[src/rtl/pbus_regs_pkg.sv]
// pbus_regs_pkg: register map, bit positions and sizes shared by the pbus register block
package pbus_regs_pkg;
  localparam int DW = 16;
  localparam int TW = 8;
  localparam int FIFO_DEPTH = 4;
  localparam int PW = $clog2(FIFO_DEPTH);
  localparam int LW = PW + 1;
  localparam logic [2:0] ADDR_CTRL = 3'd0;
  localparam logic [2:0] ADDR_STATUS = 3'd1;
  localparam logic [2:0] ADDR_COUNT = 3'd2;
  localparam logic [2:0] ADDR_COMPARE = 3'd3;
  localparam logic [2:0] ADDR_TXDATA = 3'd4;
  localparam logic [2:0] ADDR_SCRATCH = 3'd5;
  localparam int CTRL_CNTEN = 0;
  localparam int CTRL_IRQEN = 1;
  localparam int CTRL_AUTOCLR = 2;
  localparam int ST_MATCH = 0;
  localparam int ST_EMPTY = 1;
  localparam int ST_FULL = 2;
  localparam int ST_LEVEL = 3;
  localparam int ST_OVF = 6;
  function automatic logic [DW-1:0] status_word(input logic match, input logic empty, input logic full,
                                                input logic [LW-1:0] level, input logic ovf);
    return {9'b0, ovf, level, full, empty, match};
  endfunction
endpackage

[src/rtl/pbus_txfifo.sv]
// pbus_txfifo: 4-deep show-ahead byte FIFO; pop of an empty FIFO is ignored, push when full only with a pop
module pbus_txfifo
  import pbus_regs_pkg::*;
(
  input  logic          Clk,
  input  logic          Reset,
  input  logic          i_push,
  input  logic          i_pop,
  input  logic [TW-1:0] i_data,
  output logic [TW-1:0] o_data,
  output logic [LW-1:0] o_level,
  output logic          o_full,
  output logic          o_empty
);
  logic [TW-1:0] r_mem [FIFO_DEPTH];
  logic [PW-1:0] r_wr_ptr;
  logic [PW-1:0] r_rd_ptr;
  logic [LW-1:0] r_level;
  logic          w_push;
  logic          w_pop;
  assign o_level = r_level;
  assign o_empty = r_level == '0;
  assign o_full  = r_level == LW'(FIFO_DEPTH);
  assign w_pop   = i_pop & ~o_empty;
  assign w_push  = i_push & (~o_full | w_pop);
  assign o_data  = o_empty ? '0 : r_mem[r_rd_ptr];
  // storage has no reset: contents are meaningless once the pointers are cleared
  always_ff @(posedge Clk)
    if (w_push) r_mem[r_wr_ptr] <= i_data;
  // pointers wrap naturally at the FIFO depth; level tracks occupancy
  always_ff @(posedge Clk)
    if (Reset) begin
      r_wr_ptr <= '0;
      r_rd_ptr <= '0;
      r_level  <= '0;
    end else begin
      if (w_push) r_wr_ptr <= r_wr_ptr + PW'(1);
      if (w_pop) r_rd_ptr <= r_rd_ptr + PW'(1);
      r_level <= r_level + LW'(w_push) - LW'(w_pop);
    end
endmodule

[src/rtl/pbus_regs.sv]
// pbus_regs: CPU register block with free-running compare counter, interrupt and TX byte FIFO
module pbus_regs
  import pbus_regs_pkg::*;
(
  input  logic          Clk,
  input  logic          Reset,
  input  logic          RD,
  input  logic          WR,
  input  logic [2:0]    Addr,
  input  logic [DW-1:0] WData,
  output logic [DW-1:0] RData,
  output logic          RValid,
  output logic [TW-1:0] TxData,
  output logic          TxValid,
  input  logic          TxReady,
  output logic          Irq
);
  logic [2:0]    r_ctrl;
  logic [DW-1:0] r_count;
  logic [DW-1:0] r_compare;
  logic [DW-1:0] r_scratch;
  logic          r_match;
  logic          r_ovf;
  logic [DW-1:0] r_rdata;
  logic          r_rvalid;
  logic          w_wr_ctrl;
  logic          w_wr_status;
  logic          w_wr_count;
  logic          w_wr_compare;
  logic          w_wr_scratch;
  logic          w_push;
  logic          w_pop;
  logic          w_hit;
  logic          w_ovf;
  logic          w_full;
  logic          w_empty;
  logic [LW-1:0] w_level;
  logic [DW-1:0] w_status;
  logic [DW-1:0] w_rdata;
  assign w_wr_ctrl    = WR & (Addr == ADDR_CTRL);
  assign w_wr_status  = WR & (Addr == ADDR_STATUS);
  assign w_wr_count   = WR & (Addr == ADDR_COUNT);
  assign w_wr_compare = WR & (Addr == ADDR_COMPARE);
  assign w_wr_scratch = WR & (Addr == ADDR_SCRATCH);
  assign w_push       = WR & (Addr == ADDR_TXDATA);
  assign w_pop        = TxValid & TxReady;
  assign w_hit        = r_ctrl[CTRL_CNTEN] & (r_count == r_compare);
  assign w_ovf        = w_push & w_full & ~w_pop;
  assign TxValid      = ~w_empty;
  assign Irq          = r_match & r_ctrl[CTRL_IRQEN];
  assign RData        = r_rdata;
  assign RValid       = r_rvalid;
  assign w_status     = status_word(r_match, w_empty, w_full, w_level, r_ovf);
  assign w_rdata = (Addr == ADDR_CTRL)    ? DW'(r_ctrl) :
                   (Addr == ADDR_STATUS)  ? w_status :
                   (Addr == ADDR_COUNT)   ? r_count :
                   (Addr == ADDR_COMPARE) ? r_compare :
                   (Addr == ADDR_SCRATCH) ? r_scratch : '0;
  pbus_txfifo u_txfifo (
    .Clk     (Clk),
    .Reset   (Reset),
    .i_push  (w_push),
    .i_pop   (w_pop),
    .i_data  (WData[TW-1:0]),
    .o_data  (TxData),
    .o_level (w_level),
    .o_full  (w_full),
    .o_empty (w_empty)
  );
  // control registers; CPU write to COUNT beats increment/autoclear, new match/overflow beats W1C
  always_ff @(posedge Clk)
    if (Reset) begin
      r_ctrl    <= '0;
      r_count   <= '0;
      r_compare <= '0;
      r_scratch <= '0;
      r_match   <= 1'b0;
      r_ovf     <= 1'b0;
    end else begin
      if (w_wr_ctrl) r_ctrl <= WData[2:0];
      if (w_wr_compare) r_compare <= WData;
      if (w_wr_scratch) r_scratch <= WData;
      r_count <= w_wr_count ? WData :
                 ~r_ctrl[CTRL_CNTEN] ? r_count :
                 (w_hit & r_ctrl[CTRL_AUTOCLR]) ? '0 : r_count + DW'(1);
      r_match <= w_hit | (r_match & ~(w_wr_status & WData[ST_MATCH]));
      r_ovf   <= w_ovf | (r_ovf & ~(w_wr_status & WData[ST_OVF]));
    end
  // read data is captured from pre-write register values; RData holds between reads
  always_ff @(posedge Clk)
    if (Reset) begin
      r_rdata  <= '0;
      r_rvalid <= 1'b0;
    end else begin
      r_rvalid <= RD;
      if (RD) r_rdata <= w_rdata;
    end
endmodule

[config.mk]
export PLATFORM = sky130hd
export DESIGN_NAME = pbus_regs
export DESIGN_NICKNAME = d
export VERILOG_FILES = /design/src/rtl/pbus_regs_pkg.sv /design/src/rtl/pbus_txfifo.sv /design/src/rtl/pbus_regs.sv
export SDC_FILE = /design/constraint.sdc
export NUM_CORES = 1
export LEC_CHECK = 0
export BUFFER_PORTS_ARGS = -buffer_cell sky130_fd_sc_hd__buf_2
export CORE_MARGIN = 5
export CORE_UTILIZATION = 40
export DETAILED_ROUTE_END_ITERATION = 6
export SYNTH_ARGS = -nofsm -noshare
export SYNTH_HDL_FRONTEND = slang
export SYNTH_SLANG_ARGS = --single-unit
export TNS_END_PERCENT = 30
[constraint.sdc]
create_clock -name Clk -period 2.3 [get_ports Clk]
set_input_delay 0.345 -clock Clk [delete_from_list [all_inputs] [get_ports Clk]]
set_output_delay 0.345 -clock Clk [all_outputs]
set_load 0.005 [all_outputs]
# Word-level counts from Yosys, hierarchy flattened
# Memories as Yosys holds them, arrays and structs flattened. A register that Yosys moved wholly into a read port is not among the register bits.
# Index checks and enable logic that the tools add are counted.
dict set report word_totals {
  ramBits 32
  regBits 77
  mem_count 1
  wordCells 66
}
# name depth word_bits rd rd_clocked_by_memory_dff write_ports line_no
set mem_list {}
lappend mem_list {u_txfifo.r_mem 4 8 1 1 1 pbus_txfifo.sv:15} ;# logic [TW-1:0] r_mem [FIFO_DEPTH];
dict set report op_classes {
  muxes 13
  n_bitwise 26
  eq_ne 7
  n_addsub 5
  n_reduce_logical 3
}
# operator n
set ops {}
lappend ops {{2-to-1 mux 16 bit} 8}
lappend ops {{AND 1 bit} 18}
lappend ops {{adder 16 x 1 -> 16 bit, second input constant} 1}
lappend ops {{equality test 16 bit} 1}
lappend ops {{equality test 3 bit, second input constant} 3}
lappend ops {{2-to-1 mux 8 bit} 1}
lappend ops {{equality test 3 x 2 -> 1 bit, second input constant} 2}
lappend ops {{zero test 3 bit} 2}
lappend ops {{NOT 1 bit} 5}
lappend ops {{adder 2 x 1 -> 2 bit, second input constant} 2}
lappend ops {{2-to-1 mux 2 bit} 2}
lappend ops {{adder 3 x 1 -> 3 bit} 1}
lappend ops {{equality test 3 x 1 -> 1 bit, second input constant} 1}
lappend ops {{bitwise OR 1 bit} 3}
lappend ops {{subtractor 3 x 1 -> 3 bit} 1}
lappend ops {{2-to-1 mux 1 bit} 2}
lappend ops {{nonzero test 2 bit} 1}

# Logic depth before layout (Yosys ltp)
dict set report logic_depth {
  word_depth 8
  mapped_depth 10
  mapped_depth_nobuf 10
}

# Cells and area by module
# Synthesis repeated with hierarchy kept, for this count alone.
dict set report hier_totals {
  cells_unflattened 549
  hier_area_um2 5227.5
}
# module cells_per_inst n_inst area_each_um2
set by_module_without_submodules {}
lappend by_module_without_submodules {pbus_regs 447 1 3527.1}
lappend by_module_without_submodules {pbus_txfifo 102 1 1700.4}

# Least setup slack after synthesis
# OpenSTA, ideal clock, no wires.
dict set report synth_timing {
  kind {input port to flip-flop}
  startpoint {input Addr[2]}
  endpoint {register u_txfifo.r_level[2] (netlist: u_txfifo.o_level[2])}
  stages 10
  slack_ps 188
  required_time_ps 2172
  arrival_time_ps 1984
  cell_sequence {nor2b_1 -> clkbuf_1 -> nor4bb_1 -> buf_2 -> ha_1 -> inv_1 -> fa_1 -> xor2_1 -> xnor2_1 -> nor2_1}
}
dict set report synth_via {
  elab_chain_len 5
}
# item line_no
set synth_lines {}
lappend synth_lines {{from (decl)} pbus_regs.sv:9} ;# input logic [2:0] Addr,
lappend synth_lines {{equality test 3 bit} pbus_regs.sv:45} ;# assign w_push = WR & (Addr == ADDR_TXDATA);
lappend synth_lines {{AND 1 bit} pbus_regs.sv:45}
lappend synth_lines {{AND 1 bit} pbus_txfifo.sv:25} ;# assign w_push = i_push & (~o_full | w_pop);
lappend synth_lines {{net u_txfifo.w_push} pbus_txfifo.sv:19} ;# logic w_push;
lappend synth_lines {{adder 3 x 1 -> 3 bit} pbus_txfifo.sv:39} ;# r_level <= r_level + LW'(w_push) - LW'(w_pop);
lappend synth_lines {{subtractor 3 x 1 -> 3 bit} pbus_txfifo.sv:39}
lappend synth_lines {{to (signal assigned)} pbus_txfifo.sv:39}
lappend synth_lines {{to (decl)} pbus_txfifo.sv:18} ;# logic [LW-1:0] r_level;
# The timed path passes the listed nets, and every way through them passes these cells.
# A chain may end at the register's enable or synchronous reset.

# Final worst setup path
dict set report layout_timing {
  startpoint {register u_txfifo.r_level[2] (netlist: u_txfifo.o_level[2])}
  endpoint {register u_txfifo.r_level[2] (netlist: u_txfifo.o_level[2])}
}
dict set report layout_via {
  elab_chain_len 8
  elab_cells_between_ends 10
  cone_classes {2 x add/sub; 1 x eq/ne; 6 x bitwise; 1 x reduce/logical}
}
# item line_no
set layout_lines {}
lappend layout_lines {{zero test 3 bit} pbus_txfifo.sv:22} ;# assign o_empty = r_level == '0;
lappend layout_lines {{NOT 1 bit} {pbus_txfifo.sv:24, pbus_regs.sv:49}}
lappend layout_lines {{AND 1 bit} pbus_regs.sv:46} ;# assign w_pop = TxValid & TxReady;
lappend layout_lines {{AND 1 bit} pbus_txfifo.sv:24} ;# assign w_pop = i_pop & ~o_empty;
lappend layout_lines {{bitwise OR 1 bit} pbus_txfifo.sv:25}
lappend layout_lines {{AND 1 bit} pbus_txfifo.sv:25}
lappend layout_lines {{adder 3 x 1 -> 3 bit} pbus_txfifo.sv:39}
lappend layout_lines {{subtractor 3 x 1 -> 3 bit *} pbus_txfifo.sv:39}
# Every way passes the cells marked *; elsewhere a longest branch is shown, timed or not.

==> metrics.txt <==
Clock power frac=35.7%; RSZ-0062 raised after global routing=no; Initial Utilization=41.1%; setup TNS=0 ns; first-pass GRT wire length=21200 um; synthesized instance count=542; Slowest cell on crit path=nor4bb_1; clock skew=0.00521 ns; Slew @ Worst Pin=0.651 ns; Primary FF master, synth=dfxtp_1; Pleak=2.21 nW; Post-CTS Resized=0; Die H=124 um; initial antenna violation count=0; combinational share of power=19.1%; DRT iter0 DRCs=265; Switching Share=26.5%; WS Path Type=reg2reg; total power divided by cell area=788 mW/mm^2; final instance area=0.00607 sq mm; endpoints failing hold=0; critical path fanouts, max=2; Slew Limit Fails=0; core area=0.0127 sq mm; Worst-path clk slew=0.07 ns; Psw=0.00127 W; GP Congestion=0.824; # diodes=0; Post-Syn Area=0.00523 sq mm; critical path startpoint category=flip-flop; VDD IR max=0.435 mV; Final Non-Filler Cells=766; Post-synth EDFFs=32; Synth cell types=44; Synth area leader=dfxtp_1; share of cells above drive strength 1=18.4%; GRT overflow=0; Pre-antenna DRT Iters=4; count of hold-fix buffers inserted at cts=0; DIE AREA=0.0154 sq mm; DR vias=4070; vias in the first global route=4099; ANT nets after route=0; worst path bufs/invs=1; H-tree levels=3; DPL Wire Length=9540 um; DP Area=0.00574 sq mm; crit path DAT=2.37 ns; Yosys warnings=0; Synth async-reset ratio=0%; largest net degree at the start of global routing=50; Crit path largest cell delay=0.41 ns; Final min period=2.16 ns; fmax=0.463 GHz; internal power=0.00351 W; total CTS buffers=9; clock tree from TritonCTS=built; Via density=5.31; Avg Cell Area, Syn=9.64 sq um; data required time of the critical path=2.51 ns; relative slew slack=56.5%; Seq cells post-synth=111; CP cell instances=nor3b_1, nor2b_1, nor4bb_1, ha_1, inv_1, fa_1, xor2_1, xnor2_1, nor2_1; Synth Net Count=573; DR DRC count=0; top cell type's share of synthesized area=30.3%; maxcap violations=0; Post-CTS Setup Bufs=0; most frequent cells in the layout=dfxtp_1, nand2_1, a21oi_1, buf_2, nor2_1; FP Rows=41; # setup viols final=0; Die Span X=124 um; register area share after synthesis=48.7%; clk sinks=111; final WL=12900 um; Routed WL per cell=16.9 um; clk root buf=clkbuf_16; io pins=51; CP top delay family=simple AND/OR/NAND/NOR gates; dominant cells by area after synthesis=dfxtp_1, edfxtp_1, a21oi_1; status=finished clean; Crit. End Element=flip-flop; Area Growth Syn to Fin=16.1%; Skew-Pair Late Insertion Delay=0.34 ns; IO Port Bufs=50; Longest Clk Path Bufs=2; fin crit share=93.8%; final core occ=47.7%; worst hold path class=in2reg; nets@finish=620; GR Util All Layers=16.7%; commonest non-fill, non-tap cell in the layout=dfxtp_1; share of power burned in registers=45.2%; DP Cell Count=750
==> sequential cells by signal, summed over array words and instances (netlist names), named ones only <==
| signal | flops |
|---|---|
| u_txfifo.r_wr_ptr | 2 |
| r_compare | 16 |
| r_ovf | 1 |
| u_txfifo.o_level | 3 |
| u_txfifo.r_rd_ptr | 2 |
| u_txfifo.r_mem | 32 |
| r_scratch | 16 |
| RData | 16 |
| RValid | 1 |
| r_match | 1 |
| r_ctrl | 3 |
| r_count | 16 |
==> cells by family after synthesis <==
kind of cell	Yosys count	share of synthesized area, %
compound gates	114	13.9
xor+xnor	26	4.36
fa+ha+maj	7	1.82
buf+inv	52	4.09
flops	111	48.7
mux	30	8.41
simple gates	202	18.7
==> final timing paths <==
| kind | from | endpoint | slack [ns] | cells after the start |
|---|---|---|---|---|
| max | u_txfifo.o_level[2] | u_txfifo.o_level[2] | 0.14 | 9 |
| min | WData[13] | r_compare[13] | 0.27 | 3 |
| max reg2reg | u_txfifo.o_level[2] | u_txfifo.o_level[2] | 0.14 | 9 |
| min reg2reg | r_scratch[10] | r_scratch[10] | 0.46 | 2 |
==> power groups by stage <==
| stage | Combinational [W] | Sequential, W | Clock (W) |
|---|---|---|---|
| 2_1_floorplan | 0.000575 | 0.00220 | 0 |
| 3_3_place_gp | 0.000906 | 0.00220 | 0 |
| 3_5_place_dp | 0.000927 | 0.00220 | 0 |
| 4_1_cts | 0.000928 | 0.00216 | 0.00174 |
| 5_1_grt | 0.00102 | 0.00217 | 0.00182 |
| 6_report | 0.000914 | 0.00216 | 0.00171 |
==> worst min-delay path, cell delays in order <==
cell	delay, ns
buf_2	0.12
nand2_1	0.05
a21oi_1	0.05
==> area by class of cell <==
class                           instances  area [sq um]
Timing Repair Buffer                   78           460
Fill cell                            1256          6660
Inverter                               10          37.5
Multi-Input combinational cell        379          2480
Sequential cell                       111          2540
Clock inverter                          7           101
Tap cell                              172           215
Clock buffer                            9           225
==> per-stage QoR <==
| step | power, W | hold slack (ns) | setup WS [ns] |
|---|---|---|---|
| 2_1_floorplan | 0.00278 | 0.436 | 0.188 |
| 3_3_place_gp | 0.00311 | 0.444 | 0.103 |
| 3_5_place_dp | 0.00313 | 0.447 | 0.0338 |
| 4_1_cts | 0.00483 | 0.264 | 0.136 |
| 5_1_grt | 0.00501 | 0.264 | 0.0238 |
| 6_report | 0.00478 | 0.267 | 0.142 |
==> synthesized netlist by cell type (2+ instances only) <==
cell       number
dfxtp_1        79
nand2_1        77
a21oi_1        66
nor2_1         44
edfxtp_1       32
clkbuf_1       30
mux2i_1        18
nor3b_1        16
xnor2_1        16
and2_1         15
nor2b_1        15
o22ai_1        13
mux4_2         11
inv_1          10
xor2_1         10
a211oi_1        8
o2bb2ai_1       8
nand3_1         7
nand4_1         7
buf_2           6
ha_1            6
and3_1          5
nor3_1          5
a22oi_1         4
a32o_1          4
buf_1           4
nand2b_1        4
o32ai_1         4
nor4bb_1        2
o41ai_1         2
==> per-layer routing <==
layer	up-vias	part of all wire, %	track usage [%]
li1	2005	-	-
met1	1969	44	21.1
met2	80	51	29.0
met3	16	3.6	3.22
met4	0	1.7	4.71
met5	-	0	0
Power figures use the tool's default switching activity.
